<file path="src/rtl/dut_image_pkg.sv">
// ---------------------------------------------------------------------------
// dut_image_pkg
// Shared image-pipeline types and default sizing for the line buffer and
// the line RAM.
//   pixel_t      : one pixel at the default width
//   win_col_t    : column index at the default line length
//   DATA_W_DEF   : default pixel width in bits
//   MAX_LINE_DEF : default maximum pixels per line
//   fill_inc()   : line-fill counter increment, saturating at 2
// ---------------------------------------------------------------------------
package dut_image_pkg;

    localparam int DATA_W_DEF   = 8;
    localparam int MAX_LINE_DEF = 64;
    localparam int ADDR_W_DEF   = $clog2(MAX_LINE_DEF);

    typedef logic [DATA_W_DEF-1:0] pixel_t;
    typedef logic [ADDR_W_DEF-1:0] win_col_t;

    function automatic logic [1:0] fill_inc(input logic [1:0] lf);
        return (lf == 2'd2) ? 2'd2 : lf + 2'd1;
    endfunction

endpackage

</file>
<file path="src/rtl/dut_line_ram.sv">
// ---------------------------------------------------------------------------
// dut_line_ram
// Single-port synchronous line memory, read-before-write: a read and write
// to the same address in one cycle returns the old contents.
//   clk   : clock
//   rst   : synchronous active-high reset (read register only)
//   en    : access enable (read, and write when we=1)
//   we    : write enable
//   addr  : column address
//   wdata : write data
//   rdata : registered read data
// ---------------------------------------------------------------------------
module dut_line_ram
    import dut_image_pkg::*;
#(
    parameter int DATA_W = DATA_W_DEF,
    parameter int DEPTH  = MAX_LINE_DEF,
    parameter int ADDR_W = $clog2(DEPTH)
) (
    input  logic              clk,
    input  logic              rst,
    input  logic              en,
    input  logic              we,
    input  logic [ADDR_W-1:0] addr,
    input  logic [DATA_W-1:0] wdata,
    output logic [DATA_W-1:0] rdata
);

    logic [DATA_W-1:0] mem [DEPTH];

    // NOTE: the storage array has no reset so it maps onto RAM primitives;
    // only the read register below is reset.
    always_ff @(posedge clk) begin
        if (en && we) begin
            mem[addr] <= wdata;
        end
    end

    // NOTE: non-blocking assignment in both processes is what gives
    // read-before-write: the read samples mem before the write lands.
    always_ff @(posedge clk) begin
        if (rst) begin
            rdata <= '0;
        end else if (en) begin
            rdata <= mem[addr];
        end
    end

endmodule

</file>
<file path="src/rtl/dut_line_buffer.sv">
// ---------------------------------------------------------------------------
// dut_line_buffer
// Two-line buffer: for each accepted pixel presents the registered vertical
// column (line n-2, line n-1, line n) at the same x, one cycle later.
// Optional macro DUT_LINE_BUFFER_EDGE_REPLICATE_EN: output from the first
// line, replicating missing rows from the nearest available row.
//   clk, rst      : clock, synchronous active-high reset
//   flush         : clear fill state (memory and err kept)
//   line_start    : first pixel of a line (qualified by pix_valid)
//   pix_valid     : input pixel qualifier
//   pix_data      : input pixel
//   win_top/mid/bot : column pixels from lines n-2 / n-1 / n
//   win_valid     : column valid (one pulse per pixel)
//   win_col       : x of the presented column
//   lines_filled  : completed lines stored, saturating at 2
//   err           : sticky overflow / line-length mismatch flag
// ---------------------------------------------------------------------------
module dut_line_buffer
    import dut_image_pkg::*;
#(
    parameter int DATA_W   = DATA_W_DEF,
    parameter int MAX_LINE = MAX_LINE_DEF,
    parameter int ADDR_W   = $clog2(MAX_LINE)
) (
    input  logic              clk,
    input  logic              rst,
    input  logic              flush,
    input  logic              line_start,
    input  logic              pix_valid,
    input  logic [DATA_W-1:0] pix_data,
    output logic [DATA_W-1:0] win_top,
    output logic [DATA_W-1:0] win_mid,
    output logic [DATA_W-1:0] win_bot,
    output logic              win_valid,
    output logic [ADDR_W-1:0] win_col,
    output logic [1:0]        lines_filled,
    output logic              err
);

    // Column counter is one bit wider than the address so it can hold
    // MAX_LINE, which marks a full line.
    localparam logic [ADDR_W:0] MAX_COL = (ADDR_W + 1)'(MAX_LINE);
    localparam logic [ADDR_W:0] COL_ONE = (ADDR_W + 1)'(1);

    logic [ADDR_W:0]   col_q;
    logic [ADDR_W:0]   line_len;
    logic              len_valid;
    logic              in_line;
    logic              sel;
    logic              sel_q;
    logic [DATA_W-1:0] bot_q;
    logic [DATA_W-1:0] rd_a;
    logic [DATA_W-1:0] rd_b;
    logic [DATA_W-1:0] top_rd;
    logic [DATA_W-1:0] mid_rd;

    logic              accept;
    logic              new_line;
    logic              overflow;
    logic              len_err;
    logic              sel_eff;
    logic [ADDR_W:0]   col_eff;
    logic [1:0]        lf_now;

    // NOTE: every always_comb output gets a default first so no path
    // leaves it unassigned (no latch).
    always_comb begin
        accept   = 1'b0;
        new_line = 1'b0;
        overflow = 1'b0;
        len_err  = 1'b0;
        if (pix_valid && !flush) begin
            if (line_start) begin
                accept   = 1'b1;
                new_line = in_line;
                len_err  = in_line && len_valid && (col_q != line_len);
            end else if (in_line) begin
                accept   = (col_q != MAX_COL);
                overflow = (col_q == MAX_COL);
            end
        end
        // Bank swap and fill count take effect for the line_start pixel itself.
        sel_eff = new_line ? ~sel : sel;
        col_eff = (pix_valid && line_start) ? '0 : col_q;
        lf_now  = new_line ? fill_inc(lines_filled) : lines_filled;
    end

    // Bank A is written when sel_eff=1 (it is mem[~sel]), bank B when 0.
    dut_line_ram #(.DATA_W(DATA_W), .DEPTH(MAX_LINE), .ADDR_W(ADDR_W)) u_ram_a (
        .clk   (clk),
        .rst   (rst),
        .en    (accept),
        .we    (sel_eff),
        .addr  (col_eff[ADDR_W-1:0]),
        .wdata (pix_data),
        .rdata (rd_a)
    );

    dut_line_ram #(.DATA_W(DATA_W), .DEPTH(MAX_LINE), .ADDR_W(ADDR_W)) u_ram_b (
        .clk   (clk),
        .rst   (rst),
        .en    (accept),
        .we    (~sel_eff),
        .addr  (col_eff[ADDR_W-1:0]),
        .wdata (pix_data),
        .rdata (rd_b)
    );

    assign top_rd = sel_q ? rd_a : rd_b;
    assign mid_rd = sel_q ? rd_b : rd_a;

    always_ff @(posedge clk) begin
        if (rst) begin
            col_q        <= '0;
            line_len     <= '0;
            len_valid    <= 1'b0;
            in_line      <= 1'b0;
            sel          <= 1'b0;
            lines_filled <= 2'd0;
            err          <= 1'b0;
        end else begin
            if (flush) begin
                lines_filled <= 2'd0;
                in_line      <= 1'b0;
                len_valid    <= 1'b0;
            end else if (accept) begin
                in_line      <= 1'b1;
                col_q        <= col_eff + COL_ONE;
                sel          <= sel_eff;
                lines_filled <= lf_now;
                if (new_line && !len_valid) begin
                    line_len  <= col_q;
                    len_valid <= 1'b1;
                end
            end
            if (overflow || len_err) begin
                err <= 1'b1;
            end
        end
    end

`ifdef DUT_LINE_BUFFER_EDGE_REPLICATE_EN
    logic [1:0] rep_q;

    always_ff @(posedge clk) begin
        if (rst) begin
            win_valid <= 1'b0;
            win_col   <= '0;
            bot_q     <= '0;
            sel_q     <= 1'b0;
            rep_q     <= 2'd0;
        end else begin
            win_valid <= accept;
            if (accept) begin
                win_col <= col_eff[ADDR_W-1:0];
                bot_q   <= pix_data;
                sel_q   <= sel_eff;
                rep_q   <= lf_now;
            end
        end
    end

    // Rows not yet stored are replaced by the nearest row that is.
    always_comb begin
        win_bot = bot_q;
        win_mid = (rep_q == 2'd0) ? bot_q : mid_rd;
        win_top = (rep_q == 2'd2) ? top_rd : win_mid;
    end
`else
    always_ff @(posedge clk) begin
        if (rst) begin
            win_valid <= 1'b0;
            win_col   <= '0;
            bot_q     <= '0;
            sel_q     <= 1'b0;
        end else begin
            win_valid <= accept && (lf_now == 2'd2);
            if (accept) begin
                win_col <= col_eff[ADDR_W-1:0];
                bot_q   <= pix_data;
                sel_q   <= sel_eff;
            end
        end
    end

    always_comb begin
        win_top = top_rd;
        win_mid = mid_rd;
        win_bot = bot_q;
    end
`endif

endmodule

</file>
<file path="config.mk">
export PLATFORM = sky130hd
export DESIGN_NAME = dut_line_buffer
export DESIGN_NICKNAME = d
export VERILOG_FILES = /design/src/rtl/dut_image_pkg.sv /design/src/rtl/dut_line_ram.sv /design/src/rtl/dut_line_buffer.sv
export SDC_FILE = /design/constraint.sdc
export NUM_CORES = 1
export LEC_CHECK = 0
export ABC_AREA = 1
export ABC_CLOCK_PERIOD_IN_PS = 3300
export CAP_MARGIN = 15
export CELL_PAD_IN_SITES_DETAIL_PLACEMENT = 0
export CELL_PAD_IN_SITES_GLOBAL_PLACEMENT = 1
export CORE_AREA = 4 4 283 340
export CTS_CLUSTER_SIZE = 14
export DETAILED_ROUTE_END_ITERATION = 16
export DIE_AREA = 0 0 287 344
export GPL_TIMING_DRIVEN = 1
export HOLD_SLACK_MARGIN = 0.12
export PLACE_DENSITY_LB_ADDON = 0.05
export SLEW_MARGIN = 15
export SYNTH_ARGS = -nofsm -noshare
export SYNTH_HDL_FRONTEND = slang
export SYNTH_HIERARCHICAL = 1
export SYNTH_SLANG_ARGS = --single-unit
</file>
<file path="constraint.sdc">
create_clock -name clk -period 3.3 [get_ports clk]
set_input_delay 0.495 -clock clk [delete_from_list [all_inputs] [get_ports clk]]
set_output_delay 0.495 -clock clk [all_outputs]
set_load 0.02 [all_outputs]
</file>
==> results.md <==
- Run status: complete, no violations
- Routability cong.: 0.859
- Clk Latency, worst-skew pair: 0.68 ns
- Num CTS Buffers: 107
- Via density: 5.03
- Mapped Cells: 4663
- Largest net degree at the start of global routing: 76
- Final period util: 90.3%
- Worst r2r path cells: 8
- HP Class: in -> reg
- # setup viols final: 0
- R2R Path End: u_ram_a/mem[52][2]$_DFFE_PP_
- CTS tree: built
- FP Rows: 123
- Starting Density: 49.5%
- Root Buffer: clkbuf_16
- Detailed Route WL: 125000 um
- Share of layout cells above drive strength 1: 10.8%
- Setup TNS: 0 ns
- CTS Hold Bufs: 0
- Minimum clock period: 2.98 ns
- WL/cell: 20.1 um
- Pint: 22400 uW
- Total track usage: 25.3%
- LEAKAGE: 0.0221 uW
- Net Sw Frac: 21.8%
- Final Instance Count excl. Fillers: 6248
- TritonRoute pass-1 iters: 7
- Vias in the first global route: 30700
- Crit Path Max Fanout: 26
- WP data arrival: 2.49 ns
- Worst r2r src: col_q[2]$_SDFFE_PP0P_
- Placed cell areas: 49800 um^2
- Clk pin slew, worst setup/hold paths: 0.06 ns
- Antenna violations before repair: 2
- CTS Buffer Depth: 3
- Clock skew: 0.0288 ns
- Mux contribution to synthesized area: 0%
- Clk network pwr share: 42.6%
- Worst Setup EP: win_mid[4]
- Setup bufs post-CTS: 0
- Synth Area in XOR/XNOR: 0.0379%
- Final hold vios: 0
- Routed Antenna Nets: 0
- Post-Synth Simple-Gate Area: 26.5%
- Rel. slew slack: 38.5%
- CORE AREA: 93300 um^2
- Crit end category: output port
- Critical path startpoint category: register
- I/O Pins: 47
- Setup crit start: sel_q$_SDFFE_PP0P_
- Main combinational cell family by area after synthesis: simple AND/OR/NAND/NOR gates
- MaxCap Viol Count: 0
- Inst Count DP: 6045
- IO Port Bufs: 46
- GR Overflow Total: 0
- Sequential fraction of the synthesis area: 68.9%
- RSZ-0062 raised after global routing: false
- Vert. Die Dim: 344 um
- # nets final: 4919
- Post-Syn Nets: 4678
- CTS H-tree lvls: 3
- Area delta synth->final: 15.6%
- Pwr Density: 537 nW/um^2
- P_sw: 6230 uW
- Synth Area in Adders: 0.0542%
- First-pass GRT wire length: 188000 um
- R2R setup slack: 0.50 ns
- PostCTS Resize Cnt: 0
- Peak VDD IR: 0.420 mV
- Post-route DRC violation count: 0
- Cell area after synthesis: 46200 um^2
- Die width: 287 um
- Num Clock Sinks: 1076
- Yosys cell types: 36
- Reg power frac: 52.3%
- Post-synthesis sequential element count: 1076
- DP Wirelength: 79600 um
- Syn_area_per_cell: 9.90 um^2
- Finished Cell Area: 53400 um^2
- Complex-gate fraction of the synthesized area: 1.16%
- Die area: 98700 um^2
- Vias: 31400
- Max Slew Vio Count: 0
- Slew @ Worst Pin: 0.918 ns
- F_max: 0.336 GHz
- Yosys warns: 6
- Type of the worst setup path: reg -> out
- Initial DRC Count: 2170
- WP data required: 2.80 ns
- Comb pwr share: 5.1%
critical path: stages (launching register included):
cell and delay, ns:
dfxtp_1 0.58, buf_4 0.37, nor2_1 0.09, a21oi_1 0.13
clkdlybuf4s50_1 0.62
area by class of cell:
type,count,area [um^2]
well taps,1250,1560
clock inverters,73,686
flip-flops and latches,1076,31800
clock buffers,129,2830
repair buffers,341,3210
fillers,8242,39900
diodes,1,2.50
inverters,116,463
multi-input cells,3262,12800
stage by stage:
step / total power [uW] / worst slack, ns / hold WS, ns / util (%)
2_1_floorplan: 16000 / 0.728 / 0.442 / -
3_3_place_gp: 16700 / -0.218 / 0.451 / 53.4
3_5_place_dp: 16700 / -0.199 / 0.459 / 53.4
4_1_cts: 28900 / 0.246 / 0.155 / 57.2
5_1_grt: 29600 / 0.167 / 0.188 / 57.2
6_report: 28600 / 0.320 / 0.198 / 57.2
Yosys cell counts, drive strengths merged:
master  instances  area [um^2]
a21oi          37          223
buf           183         1040
clkbuf         26         97.6
clkinv          4         15.0
dfxtp          52         1040
edfxtp       1024        30700
ha              2         25.0
inv           112          425
nand2        2780        10500
nand3          67          335
nand4           2         12.5
nor2          293         1170
nor3           12          118
o211ai         12         90.1
o21ai          43          215
o21bai          1         7.51
or2            11         68.8
xnor2           1         8.76
xor2            1         8.76
cells by family after synthesis:
logic type               Yosys count
AO/OA/AOI/OAI                     93
XOR/XNOR                           2
adder cells (fa/ha/maj)            2
buffers and inverters            325
flip-flops                      1076
AND/OR/NAND/NOR                 3165
cell usage in the layout (no fill, tap or decap), drive strengths merged:
| master | count |
|---|---|
| or2 | 11 |
| ha | 2 |
| nand2 | 2780 |
| xnor2 | 1 |
| o211ai | 12 |
| o21ai | 43 |
| buf | 304 |
| nor3 | 12 |
| nand4 | 2 |
| nand3 | 67 |
| xor2 | 1 |
| edfxtp | 1024 |
| clkinv | 57 |
| nor2 | 293 |
| a21oi | 37 |
| clkinvlp | 5 |
| diode | 1 |
| clkdlybuf4s50 | 37 |
| bufinv | 12 |
| dfxtp | 52 |
| inv | 115 |
| clkbuf | 129 |
| o21bai | 1 |
routing by layer:
layer	up-vias	share of wire, %	GRT usage, %
li1	15500	-	-
met5	-	0	0
met2	654	51	44.7
met4	0	4.0	9.80
met1	15000	41	31.9
met3	223	4.1	3.10
flip-flops by register name, summed over array words and instances (netlist names):
name and count:
sel 1, u_ram_a/rdata 8, in_line 1, lines_filled 2, u_ram_b/rdata 8, win_valid 1, err 1, u_ram_b/mem 512
len_valid 1, sel_q 1, col_q 7, line_len 7, win_col 6, win_bot 8, u_ram_a/mem 512
power by group through the flow:
| stage | Sequential, uW | Clock [uW] | Combinational, uW |
|---|---|---|---|
| after floorplan | 15300 | 0 | 772 |
| final | 15000 | 12200 | 1450 |
| after detailed placement | 15300 | 0 | 1470 |
| after global routing | 15000 | 13000 | 1620 |
| after CTS | 15000 | 12400 | 1470 |
| after global placement | 15300 | 0 | 1460 |
worst min-delay path by stage:
stage | start | endpoint | slack, ns | cells past startpoint
CTS | rst | win_bot[7]$_SDFFE_PP0P_ | 0.16 | 2
global route | rst | win_bot[7]$_SDFFE_PP0P_ | 0.19 | 2
finish | rst | win_bot[7]$_SDFFE_PP0P_ | 0.20 | 2
floorplan | in_line$_SDFFE_PP0P_ | in_line$_SDFFE_PP0P_ | 0.44 | 2
detailed placement | line_len[4]$_SDFFE_PP0P_ | line_len[4]$_SDFFE_PP0P_ | 0.46 | 2
global placement | win_bot[2]$_SDFFE_PP0P_ | win_bot[2]$_SDFFE_PP0P_ | 0.45 | 2
Note: power is estimated with default switching activity, not from simulation.
